## src/rtl/bus_select_arbiter.sv

```systemverilog
// bus_select_arbiter: round-robin owner selection for a shared 4-source tri-state bus,
// with a bounded tenure per owner and one dead turnaround cycle between owners.
module bus_select_arbiter #(
  parameter int unsigned HOLD_MAX = 8
) (
  input  logic       clk,
  input  logic       rst,
  input  logic [3:0] req,
  input  logic       done,
  output logic [3:0] gnt,
  output logic       s0,
  output logic       s1,
  output logic       oe,
  output logic       busy
);

  localparam int unsigned CNT_W = $clog2(HOLD_MAX) + 1;
  localparam logic [CNT_W-1:0] HOLD_LAST = CNT_W'(HOLD_MAX - 1);

  typedef enum logic [1:0] {
    ST_IDLE  = 2'd0,
    ST_GRANT = 2'd1,
    ST_TURN  = 2'd2
  } state_t;

  // Returns {valid, index}; scanning from the far end lets the nearest candidate after prev win.
  function automatic logic [2:0] pick_winner(input logic [3:0] r, input logic [1:0] prev);
    logic [2:0] pick;
    logic [1:0] idx;
    pick = 3'b000;
    for (int k = 4; k >= 1; k--) begin
      idx = prev + 2'(k);
      if (r[idx]) begin
        pick = {1'b1, idx};
      end else begin
        pick = pick;
      end
    end
    return pick;
  endfunction

  state_t           state_r, state_s;
  logic [1:0]       owner_r, owner_s;
  logic [1:0]       last_r, last_s;
  logic [CNT_W-1:0] hold_cnt_r, hold_cnt_s;
  logic [3:0]       gnt_s;
  logic [1:0]       sel_s;
  logic             oe_s;
  logic             busy_s;
  logic [2:0]       win_s;
  logic             release_s;

  assign win_s     = pick_winner(req, last_r);
  assign release_s = done | ~req[owner_r] | (hold_cnt_r == HOLD_LAST);

  // Next-state and next-output logic; outputs only change at GRANT entry or release.
  always_comb begin
    state_s    = state_r;
    owner_s    = owner_r;
    last_s     = last_r;
    hold_cnt_s = hold_cnt_r;
    gnt_s      = gnt;
    sel_s      = {s1, s0};
    oe_s       = oe;
    busy_s     = busy;
    case (state_r)
      ST_IDLE, ST_TURN: begin
        if (win_s[2]) begin
          state_s    = ST_GRANT;
          owner_s    = win_s[1:0];
          gnt_s      = 4'b0001 << win_s[1:0];
          sel_s      = win_s[1:0];
          oe_s       = 1'b1;
          busy_s     = 1'b1;
          hold_cnt_s = '0;
        end else begin
          state_s = ST_IDLE;
          gnt_s   = 4'b0000;
          oe_s    = 1'b0;
          busy_s  = 1'b0;
        end
      end
      ST_GRANT: begin
        if (release_s) begin
          state_s    = ST_TURN;
          last_s     = owner_r;
          gnt_s      = 4'b0000;
          oe_s       = 1'b0;
          busy_s     = 1'b1;
          hold_cnt_s = '0;
        end else begin
          hold_cnt_s = hold_cnt_r + CNT_W'(1'b1);
        end
      end
      default: begin
        state_s = ST_IDLE;
        gnt_s   = 4'b0000;
        oe_s    = 1'b0;
        busy_s  = 1'b0;
      end
    endcase
  end

  // State and output registers with synchronous reset.
  always_ff @(posedge clk) begin
    if (rst) begin
      state_r    <= ST_IDLE;
      owner_r    <= 2'd0;
      last_r     <= 2'd3;
      hold_cnt_r <= '0;
      gnt        <= 4'b0000;
      s0         <= 1'b0;
      s1         <= 1'b0;
      oe         <= 1'b0;
      busy       <= 1'b0;
    end else begin
      state_r    <= state_s;
      owner_r    <= owner_s;
      last_r     <= last_s;
      hold_cnt_r <= hold_cnt_s;
      gnt        <= gnt_s;
      s0         <= sel_s[0];
      s1         <= sel_s[1];
      oe         <= oe_s;
      busy       <= busy_s;
    end
  end

endmodule

```

## config.mk

```make
export PLATFORM = sky130hd
export DESIGN_NAME = bus_select_arbiter
export DESIGN_NICKNAME = d
export VERILOG_FILES = /design/src/rtl/bus_select_arbiter.sv
export SDC_FILE = /design/constraint.sdc
export NUM_CORES = 1
export LEC_CHECK = 0
export BUFFER_PORTS_ARGS = -buffer_cell sky130_fd_sc_hd__clkbuf_2
export CORE_UTILIZATION = 55
export CTS_BUF_LIST = sky130_fd_sc_hd__clkbuf_4
export CTS_CLUSTER_DIAMETER = 30
export DETAILED_ROUTE_END_ITERATION = 10
export GPL_TIMING_DRIVEN = 0
export HOLD_SLACK_MARGIN = 0.12
export PLACE_DENSITY = 0.88
export SYNTH_ARGS = -nofsm -noshare
export SYNTH_HDL_FRONTEND = slang
export SYNTH_SLANG_ARGS = --single-unit
```

## constraint.sdc

```tcl
create_clock -name clk -period 2.25 [get_ports clk]
set_clock_uncertainty 0.05 [all_clocks]
set_input_delay 0.225 -clock clk [delete_from_list [all_inputs] [get_ports clk]]
set_output_delay 0.225 -clock clk [all_outputs]
set_load 0.05 [all_outputs]
```

==> summary.txt, run 1 <==
Power
  – Switch share: 0.3340
  – Combinational power share: 0.262
  – Leakage: 0.4044 nW
  – Net switching power figure: 0.2156 mW
  – Sequential Power Share: 0.494
  – Power density cells: 687.7 nW/um^2
  – Internal power: 0.4298 mW
  – Clock Power Share: 0.244
  – Max VDD drop: 430.6 uV
  – Tot Pwr: 0.6453 mW

Global route
  – Total congestion overflow: 0
  – Initial antenna violation count: 0
  – First-pass GRT wire length: 2484 um
  – Vias in the first global route: 604
  – GR peak layer: met2
  – Largest net degree at the start of global routing: 11
  – GRT Total Usage: 0.2336
  – Met2 usage: 0.3594
  – GR Util met3: 0.04891
  – Met1 Track Usage GR: 0.3013

Cells and area
  – NumNets Final: 121
  – P&R area growth vs syn: 13.29%
  – Fill cells: 117
  – Fin util: 0.6951
  – Layout cells sized above 1: 0.2411
  – Ant diodes: 0
  – Final instance area: 938.4 um^2

Yosys
  – Multiplexer share of the synthesized area: 0.07855
  – Top cell type's share of synthesized area: 0.3867
  – Yosys top cell by area: dfxtp_1
  – Synth Area in Compound Gates: 0.2326
  – Post-synthesis xor/xnor area fraction: 0
  – Top post-synthesis cells by area: dfxtp_1, nand2_1, a21oi_1
  – Post-Synthesis Net Count: 103
  – Adder-cell area share of the yosys netlist: 0.01511
  – Largest family of logic cells by synthesized area: simple AND/OR/NAND/NOR gates
  – Cell area after synthesis: 828.3 um^2
  – Synth top cells by count: dfxtp_1, nand2_1, nor2_1, a21oi_1, o21ai_0
  – FF+latch count, synth: 16
  – Syn_area_per_cell: 8.719 um^2
  – Post-synthesis sequential area ratio: 0.3867
  – Top FF cell, synth: dfxtp_1
  – Number of flops mapped to enable cells by yosys: 0
  – Ys async rst share: 0
  – Count leader, synth: dfxtp_1
  – Distinct cells, synth: 35
  – Gate Count Post-Synth: 95
  – Synth Area in Simple Gates: 0.2447
  – Yosys warning count: 0

Critical path
  – FF-to-FF Start: owner_r[0]
  – Flop-to-flop setup slack: 0.49 ns
  – Crit path cell chain: mux4_2 > and3b_4 > o21a_1 > a211o_1
  – Reg-to-reg endpoint: last_r[0]
  – Crit path from: owner_r[0]
  – Worst path required time: 2.39 ns
  – Crit. End Element: register
  – CP max FO: 4
  – CP max stage delay: 0.55 ns
  – Setup CP Type: register to register
  – Worst Path Arrival: 1.90 ns
  – CP startpoint kind: register
  – Reg2Reg Depth: 4
  – Highest-delay cell along the critical path: mux4_2

Floorplanning
  – Io pins: 15
  – Core Area: 1350 um^2
  – Initial core utilization: 0.6135
  – Number of cell rows: 13
  – Die area: 1665 um^2
  – Die Ht: 40.81 um
  – Die X: 40.81 um

Timing
  – Sum Neg Setup Slack: 0 ns
  – Peak Freq: 0.5690 GHz
  – Slew Viols, Final: 0
  – Final worst path period share: 0.7812
  – Final setup fails: 0
  – RSZ-0062 raised after global routing: false
  – Tmin final: 1.758 ns
  – Worst Max-Slew Pin Slew: 0.4073 ns
  – Headroom to the max-slew limit: 0.7259
  – Final hold vios: 0

Clock tree
  – H-tree Lvls: 1
  – Skew-Pair Late Insertion Delay: 0.29 ns
  – Setup Fix Bufs, Post-CTS: 0
  – Clk slew on worst S/H paths: 0.09 ns
  – Cts bufs inserted: 3
  – Hold buffers post-CTS: 0
  – CTS tree: built
  – Longest Clk Path Bufs: 2
  – Clock sink total: 16
  – Quantity of gates resized following cts: 0
  – Clk root buf: clkbuf_4

Detailed routing
  – Drt first-iter violations: 13
  – # DRC: 0
  – Routed len/inst: 12.87 um
  – Vias: 722
  – Vias per cell: 5.685
  – Antenna viol nets, final: 0
  – Total Routed Length: 1634 um
  – DR pass1 iterations: 5

Placement
  – Port bufs: 13
  – Area after DPL: 912.1 um^2
  – HPWL after DPL: 1221 um
  – GPL Wtd Cong: 0.8793

Min path
  – Worst hold endpoint: gnt[2]
  – Hold Crit Class: primary input to register
  – HP Start: rst
  – Hold path depth: 2

Job
  – Max_cap viols: 0

Run status
  – Status: finished, final reports clean
[worst max-delay path, delay by kind of cell (launching register included)]
family | cells | cell delay, ns
muxes | 1 | 0.55
AOI/OAI and AO/OA | 2 | 0.43
DFF | 1 | 0.41
and+or+nand+nor | 1 | 0.22
[kinds of logic after synthesis]
logic type,Yosys count
and+or+nand+nor,37
AOI/OAI and AO/OA,29
DFF,16
muxes,5
buffers and inverters,7
adders and majority gates,1
[flip-flops by register name (all words and copies together) (netlist names)]
register,cells
hold_cnt_r,4
s1,1
last_r,2
busy,1
owner_r,1
state_r,2
gnt,4
oe,1
[power groups by stage]
stage	Sequential, mW	Clock [mW]	Combinational, mW
after global routing	0.322	0.169	0.184
after global placement	0.323	0	0.164
after detailed placement	0.325	0	0.168
after CTS	0.318	0.157	0.169
final	0.318	0.158	0.169
after floorplan	0.367	0	0.0857
[cells in the final DEF (no fill, tap or decap), types with 2 or more instances in the layout]
master,netlist,layout
dfxtp_1,16,16
inv_1,2,2
clkbuf_2,1,14
a211o_1,3,3
clkbuf_4,0,3
nor2_1,8,8
mux2_2,2,2
a211oi_1,2,2
mux2i_1,2,2
o31ai_1,3,3
or2_2,2,2
nor3b_1,2,2
o21ai_0,6,6
clkbuf_1,3,3
nand2_1,9,9
nor2b_1,4,4
nand2b_1,4,4
a21oi_1,6,6
o21a_1,3,3
[per-stage QoR]
stage	setup WS [ns]	instances	hold WS [ns]
after detailed placement	0.5062	123	0.3933
after floorplan	0.2344	95	0.2784
final	0.4924	127	0.1531
after global placement	0.5394	123	0.3864
after CTS	0.4944	127	0.1541
after global routing	0.4450	127	0.1629
[worst max-delay path by stage]
stage,endpoint,cells after the start
after floorplan,hold_cnt_r[0],4
after global routing,last_r[0],4
after CTS,last_r[0],4
after detailed placement,last_r[0],4
final,last_r[0],4
after global placement,last_r[1],4
[final cells by class]
class,instances,area (um^2),share of cell area
well taps,15,18.77,0.02000
clock buffers,3,22.52,0.02400
repair buffers,13,65.06,0.06933
multi-input cells,72,473.0,0.5040
flip-flops and latches,16,320.3,0.3413
plain buffers,5,27.53,0.02933
inverters,2,7.507,0.008000
clock inverters,1,3.754,0.004000
[metal layers]
| metal | wire length [um] | up-vias |
|---|---|---|
| met5 | 0 | - |
| met4 | 32 | 0 |
| met3 | 71 | 4 |
| met2 | 767 | 21 |
| met1 | 762 | 322 |
| li1 | - | 375 |
Note: power is estimated with default switching activity, not from simulation.
==> inputs of run 2 (changes only) <==
--- a/config.mk
+++ b/config.mk
@@ -5,6 +5,7 @@
 export SDC_FILE = /design/constraint.sdc
 export NUM_CORES = 1
 export LEC_CHECK = 0
+export ABC_AREA = 1
 export BUFFER_PORTS_ARGS = -buffer_cell sky130_fd_sc_hd__clkbuf_2
 export CORE_UTILIZATION = 55
 export CTS_BUF_LIST = sky130_fd_sc_hd__clkbuf_4
@@ -12,7 +13,7 @@
 export DETAILED_ROUTE_END_ITERATION = 10
 export GPL_TIMING_DRIVEN = 0
 export HOLD_SLACK_MARGIN = 0.12
-export PLACE_DENSITY = 0.88
+export PLACE_DENSITY = 0.87
 export SYNTH_ARGS = -nofsm -noshare
 export SYNTH_HDL_FRONTEND = slang
 export SYNTH_SLANG_ARGS = --single-unit
==> constraint.sdc (replaced) <==
create_clock -name clk -period 1.7 [get_ports clk]
set_clock_uncertainty 0.05 [all_clocks]
set_input_delay 0.17 -clock clk [delete_from_list [all_inputs] [get_ports clk]]
set_output_delay 0.17 -clock clk [all_outputs]
set_load 0.05 [all_outputs]
==> summary.txt, run 2 <==
Run status
  – Status: complete, but fails checks
  – Failing checks: DRC

Yosys
  – Top post-synthesis cells by area: dfxtp_1, nand2_1, a21oi_1
  – Gate Count Post-Synth: 144 (+52%)
  – Ys async rst share: 0 (unchanged)
  – Top FF cell, synth: dfxtp_1
  – Synth top cells by count: nand2_1, dfxtp_1, a21oi_1, inv_1
  – Post-synthesis sequential area ratio: 0.3351 (-0.05163)
  – Multiplexer share of the synthesized area: 0 (-0.07855)
  – Syn_area_per_cell: 6.638 um^2 (-24%)
  – Yosys top cell by area: dfxtp_1
  – Synth Area in Compound Gates: 0.1440 (-0.08865)
  – Post-Synthesis Net Count: 152 (+48%)
  – Distinct cells, synth: 24 (-31%)
  – Adder-cell area share of the yosys netlist: 0.01309 (-0.002017)
  – Post-synthesis xor/xnor area fraction: 0.01832 (+0.01832)
  – Number of flops mapped to enable cells by yosys: 0 (unchanged)
  – Largest family of logic cells by synthesized area: simple AND/OR/NAND/NOR gates
  – Cell area after synthesis: 955.9 um^2 (+15%)
  – FF+latch count, synth: 16 (unchanged)
  – Top cell type's share of synthesized area: 0.3351 (-0.05163)
  – Count leader, synth: nand2_1
  – Yosys warning count: 0 (unchanged)
  – Synth Area in Simple Gates: 0.3887 (+0.1440)

Detailed routing
  – # DRC: 1 (+1)
  – DR pass1 iterations: 7 (+2)
  – Vias: 938 (+30%)
  – Total Routed Length: 1943 um (+19%)
  – Routed len/inst: 10.73 um (-17%)
  – Drt first-iter violations: 26 (+13)
  – Vias per cell: 5.182 (-8.8%)
  – Antenna viol nets, final: 0 (unchanged)

Critical path
  – Reg-to-reg endpoint: busy
  – Worst path required time: 1.82 ns (-0.57 ns)
  – Reg2Reg Depth: 9 (+5)
  – Crit. End Element: register
  – CP max stage delay: 0.36 ns (-0.19 ns)
  – Crit path cell chain: ha_1 > nand3b_1 > nand2_1 > a21oi_2 > nand2_2 > nor2_4 > inv_1 > o21ai_0 > a21oi_1
  – CP startpoint kind: register
  – FF-to-FF Start: hold_cnt_r[0]
  – Setup CP Type: register to register
  – Family with the most delay on the worst path: simple AND/OR/NAND/NOR gates
  – CP max FO: 4 (unchanged)
  – Crit path buffers/inverters: 1 (+1)
  – Highest-delay cell along the critical path: dfxtp_1
  – Flop-to-flop setup slack: 0.08 ns (-0.41 ns)
  – Worst Path Arrival: 1.74 ns (-0.16 ns)

Power
  – Max VDD drop: 1175 uV (+170%)
  – Power density cells: 1673 nW/um^2 (+140%)
  – Leakage: 0.5623 nW (+39%)
  – Tot Pwr: 1.855 mW (+190%)

Global route
  – Initial antenna violation count: 0 (unchanged)
  – GR peak layer: met2
  – Vias in the first global route: 786 (+30%)
  – Met2 usage: 0.3701 (+0.01077)
  – GRT Total Usage: 0.2201 (-0.01353)
  – Total congestion overflow: 0 (unchanged)
  – Largest net degree at the start of global routing: 11 (unchanged)
  – GR Util met3: 0.03750 (-0.01141)
  – First-pass GRT wire length: 3229 um (+30%)
  – Met1 Track Usage GR: 0.2917 (-0.009658)

Floorplanning
  – Die Ht: 43.69 um (+7.1%)
  – Die area: 1909 um^2 (+15%)
  – Io pins: 15 (unchanged)
  – Initial core utilization: 0.6132 (about the same)
  – Number of cell rows: 14 (+1)
  – Die X: 43.69 um (+7.1%)
  – Core Area: 1559 um^2 (+15%)

Timing
  – Tmin final: 1.617 ns (-0.1410 ns)
  – Slew Viols, Final: 0 (unchanged)
  – Final worst path period share: 0.9509 (+0.1698)
  – Worst Max-Slew Pin Slew: 0.4296 ns (+0.02228 ns)
  – Final setup fails: 0 (unchanged)
  – Headroom to the max-slew limit: 0.7136 (-0.01235)
  – Final WS setup: 0.08341 ns (-0.4090 ns)
  – Peak Freq: 0.6186 GHz (+8.7%)
  – Final hold vios: 0 (unchanged)

Cells and area
  – Biggest regs: gnt: 4 flops, hold_cnt_r: 4 flops
  – NumNets Final: 174 (+44%)
  – Commonest non-fill, non-tap cell in the layout: nand2_1
  – P&R area growth vs syn: 15.97%
  – Layout cells sized above 1: 0.2667 (+0.02560)
  – Ant diodes: 0 (unchanged)
  – Commonest non-fill, non-tap cells in the layout: nand2_1, dfxtp_1, inv_1, a21oi_1, clkbuf_2
  – Non-filler cells, final: 181 (+43%)

Min path
  – Hold path depth: 6 (+4)
  – Worst hold endpoint: hold_cnt_r[2]
  – Hold Crit Class: primary input to register
  – HP Start: done

Clock tree
  – CTS tree: built
  – Clk root buf: clkbuf_4
  – H-tree Lvls: 1 (unchanged)
  – Clock sink total: 16 (unchanged)
  – Skew-Pair Late Insertion Delay: 0.29 ns (about the same)
  – Clk slew on worst S/H paths: 0.09 ns (about the same)
  – Longest Clk Path Bufs: 2 (unchanged)
  – Cts bufs inserted: 3 (unchanged)

Placement
  – GPL Wtd Cong: 0.8899 (+1.2%)
  – Cells after DPL: 174 (+41%)
  – HPWL after DPL: 1502 um (+23%)
  – DP Worst Slack: -0.03773 ns (-0.5440 ns)
  – Port bufs: 14 (+1)

Job
  – Max_cap viols: 0 (unchanged)
==> run 2: layout make-up <==
class                           instances  area [um^2]
Multi-Input combinational cell        107        550.5
Fill cell                             130        450.4
Sequential cell                        16        320.3
Timing Repair Buffer                   17        95.09
Inverter                               18        70.07
Buffer                                  3        26.28
Clock buffer                            3        22.52
Tap cell                               16        20.02
Clock inverter                          1        3.754
==> run 2: metal layers <==
layer	share of wire	wire length [um]
met1	0.46	900
met2	0.50	967
met3	0.032	63
met4	0.0057	11
met5	0	0
==> run 2: repair_timing <==
item,in CTS,in global routing
endpoints found under the setup margin,2,3
endpoints found under the hold margin,1,0
buffers inserted,0,2
gates resized for setup,1,2
hold buffers,1,0
pin swaps,0,1
==> run 2: worst max path at each step <==
stage                     cells past startpoint  slack (ns)           from      to
after floorplan                               7        0.03     owner_r[0]    busy
after global placement                        9       -0.01  hold_cnt_r[0]    busy
after detailed placement                      9       -0.04  hold_cnt_r[0]    busy
after CTS                                     9        0.01  hold_cnt_r[0]    busy
after global routing                          9       -0.01  hold_cnt_r[0]  gnt[3]
final                                         9        0.08  hold_cnt_r[0]    busy
==> run 2: cells by family after synthesis <==
| kind of cell | count (synthesis) |
|---|---|
| simple gates | 80 |
| buf+inv | 21 |
| compound gates | 24 |
| xor+xnor | 2 |
| fa+ha+maj | 1 |
| flops | 16 |
==> run 2: through the flow <==
| step | instance area, um^2 | hold slack (ns) | util | TNS [ns] |
|---|---|---|---|---|
| after CTS | 1087 | 0.1969 | 0.6974 | 0 |
| after detailed placement | 1046 | 0.3576 | 0.6709 | -0.03773 |
| after floorplan | 955.9 | 0.1891 | - | 0 |
| after global placement | 1046 | 0.3418 | 0.6709 | -0.01083 |
| final | 1109 | 0.2188 | 0.7111 | 0 |
| after global routing | 1109 | 0.2263 | 0.7111 | -0.01361 |
==> run 2: power by group <==
| part | internal, mW | switching, mW |
|---|---|---|
| Combinational | 0.333 | 0.778 |
| Sequential | 0.470 | 0.0666 |
| Clock | 0.0853 | 0.122 |
| Total | 0.888 | 0.966 |
==> run 2: worst reg2reg max path, cell delays in order (launching register included) <==
cell	delay (ns)
dfxtp_1	0.36
ha_1	0.24
nand3b_1	0.10
nand2_1	0.06
a21oi_2	0.15
nand2_2	0.11
nor2_4	0.15
inv_1	0.08
o21ai_0	0.15
a21oi_1	0.06
==> inputs of run 3 (changes only) <==
--- a/config.mk
+++ b/config.mk
@@ -5,7 +5,6 @@
 export SDC_FILE = /design/constraint.sdc
 export NUM_CORES = 1
 export LEC_CHECK = 0
-export ABC_AREA = 1
 export BUFFER_PORTS_ARGS = -buffer_cell sky130_fd_sc_hd__clkbuf_2
 export CORE_UTILIZATION = 55
 export CTS_BUF_LIST = sky130_fd_sc_hd__clkbuf_4
@@ -13,7 +12,7 @@
 export DETAILED_ROUTE_END_ITERATION = 10
 export GPL_TIMING_DRIVEN = 0
 export HOLD_SLACK_MARGIN = 0.12
-export PLACE_DENSITY = 0.87
+export PLACE_DENSITY = 0.88
 export SYNTH_ARGS = -nofsm -noshare
 export SYNTH_HDL_FRONTEND = slang
 export SYNTH_SLANG_ARGS = --single-unit
==> summary.txt, run 3 (synthesis results as in run 1) <==
Cells and area
  – Fin util: 0.7081 (-0.003012)
  – Biggest regs: gnt: 4 flops, hold_cnt_r: 4 flops
  – Layout cells sized above 1: 0.2566 (-0.01003)
  – NumNets Final: 122 (-30%)
  – Final instance area: 955.9 um^2 (-14%)
  – Non-filler cells, final: 128 (-29%)
  – P&R area growth vs syn: 15.41%
  – Ant diodes: 0 (unchanged)
  – Commonest non-fill, non-tap cell in the layout: dfxtp_1
  – Commonest non-fill, non-tap cells in the layout: dfxtp_1, clkbuf_2, nand2_1, nor2_1

Power
  – Leakage: 0.4102 nW (-27%)
  – Max VDD drop: 811.1 uV (-31%)
  – Sequential Power Share: 0.495 (+0.206)
  – Tot Pwr: 0.8484 mW (-54%)
  – Internal power: 0.5732 mW (-35%)
  – Combinational power share: 0.273 (-0.326)
  – Power density cells: 887.5 nW/um^2 (-47%)
  – Switch share: 0.3243 (-0.1967)
  – Net switching power figure: 0.2752 mW (-72%)
  – Clock Power Share: 0.232 (+0.120)

Timing
  – Sum Neg Setup Slack: 0 ns (unchanged)
  – Final worst path period share: 0.9721 (+0.02116)
  – Slew Viols, Final: 0 (unchanged)
  – Worst hold slack: 0.2908 ns (+0.07191 ns)
  – Final hold vios: 0 (unchanged)
  – Peak Freq: 0.6051 GHz (-2.2%)
  – Headroom to the max-slew limit: 0.6562 (-0.05741)
  – Tmin final: 1.653 ns (+0.03598 ns)
  – Worst Max-Slew Pin Slew: 0.5114 ns (+0.08175 ns)
  – RSZ-0062 raised after global routing: false
  – Final setup fails: 0 (unchanged)
  – Final WS setup: 0.04743 ns (-0.03598 ns)

Floorplanning
  – Die X: 40.81 um (-6.6%)
  – Number of cell rows: 13 (-1)
  – Io pins: 15 (unchanged)
  – Die Ht: 40.81 um (-6.6%)
  – Initial core utilization: 0.6135 (about the same)
  – Core Area: 1350 um^2 (-13%)
  – Die area: 1665 um^2 (-13%)

Placement
  – HPWL after DPL: 1181 um (-21%)
  – DP Worst Slack: 0.01484 ns (+0.05257 ns)
  – GPL Wtd Cong: 0.8757 (-1.6%)
  – Port bufs: 13 (-1)
  – Area after DPL: 917.1 um^2 (-12%)
  – Cells after DPL: 123 (-29%)

Detailed routing
  – DR pass1 iterations: 4 (-3)
  – # DRC: 0 (-1)
  – Vias per cell: 5.648 (+9.0%)
  – Routed len/inst: 12.45 um (+16%)
  – Total Routed Length: 1594 um (-18%)
  – Vias: 723 (-23%)
  – Drt first-iter violations: 11 (-58%)
  – Antenna viol nets, final: 0 (unchanged)

Critical path
  – Flop-to-flop setup slack: 0.05 ns (-0.04 ns)
  – Worst Path Arrival: 1.78 ns (+0.04 ns)
  – Worst path required time: 1.82 ns (about the same)
  – FF-to-FF Start: owner_r[0]
  – Crit. End Element: register
  – Reg-to-reg endpoint: last_r[1]
  – Setup CP Type: register to register
  – CP max FO: 4 (unchanged)
  – Reg2Reg Depth: 4 (-5)
  – CP startpoint kind: register

Global route
  – First-pass GRT wire length: 2339 um (-28%)
  – GRT Total Usage: 0.2173 (-0.002762)
  – Vias in the first global route: 567 (-28%)
  – Largest net degree at the start of global routing: 11 (unchanged)
  – Initial antenna violation count: 0 (unchanged)
  – Total congestion overflow: 0 (unchanged)

Clock tree
  – Cts bufs inserted: 3 (unchanged)
  – Skew-Pair Late Insertion Delay: 0.28 ns (about the same)
  – Quantity of gates resized following cts: 0 (-1)
  – Clk root buf: clkbuf_4
  – Clock sink total: 16 (unchanged)
  – CTS tree: built
  – Longest Clk Path Bufs: 2 (unchanged)
  – H-tree Lvls: 1 (unchanged)
  – Clk slew on worst S/H paths: 0.09 ns (about the same)

Min path
  – Hold path depth: 3 (-3)
  – Hold Crit Class: primary input to register
  – HP Start: req[0]
  – Worst hold endpoint: gnt[0]

Run status
  – Status: finished, final reports clean

Job
  – Max_cap viols: 0 (unchanged)
==> run 3: changes by cell type in the layout (fill, tap and decap cells not counted), sizes merged, moves of 5 or more <==
cell   delta
nand2    -44
inv      -16
a21oi    -11
nand3    -11
nor2      -5
==> run 3: worst max-delay path by stage <==
stage,depth (start not counted),endpoint,from,slack [ns]
global placement,4,hold_cnt_r[0],owner_r[0],0.05
floorplan,4,hold_cnt_r[0],owner_r[0],-0.03
global route,4,last_r[1],owner_r[0],0.008
CTS,4,hold_cnt_r[0],owner_r[0],0.01
detailed placement,4,hold_cnt_r[0],owner_r[0],0.01
finish,4,last_r[1],owner_r[0],0.05
==> run 3: what timing repair did <==
action | 4_1_cts | 5_1_grt
setup buffers | 0 | 1
endpoints found under the setup margin | 0 | 2
hold buffers | 1 | 0
endpoints found under the hold margin | 2 | 0
==> run 3: area by class of cell <==
| cell class | instances | area, um^2 |
|---|---|---|
| Clock buffer | 3 | 22.52 |
| Timing Repair Buffer | 15 | 82.58 |
| Clock inverter | 1 | 3.754 |
| Tap cell | 15 | 18.77 |
| Sequential cell | 16 | 325.3 |
| Multi-Input combinational cell | 72 | 473.0 |
| Fill cell | 118 | 394.1 |
| Inverter | 2 | 7.507 |
| Buffer | 4 | 22.52 |
==> run 3: routing by layer <==
metal	track usage	vias to the layer above	wire (um)
met1	0.2500	332	758
met4	0.07500	0	13
met5	0	-	0
met3	0.08152	2	47
li1	-	376	-
met2	0.3633	13	775
==> run 3: worst max-delay path: stages (launching register included) <==
cell and delay, ns:
dfxtp_4 0.36, mux4_2 0.52, and3b_4 0.22, o21a_1 0.19
a211o_1 0.22
==> run 3: power by group through the flow <==
stage	Combinational [mW]	Clock [mW]	Sequential, mW
global route	0.252	0.215	0.424
finish	0.231	0.197	0.420
floorplan	0.113	0	0.488
CTS	0.227	0.201	0.421
global placement	0.217	0	0.429
detailed placement	0.222	0	0.430
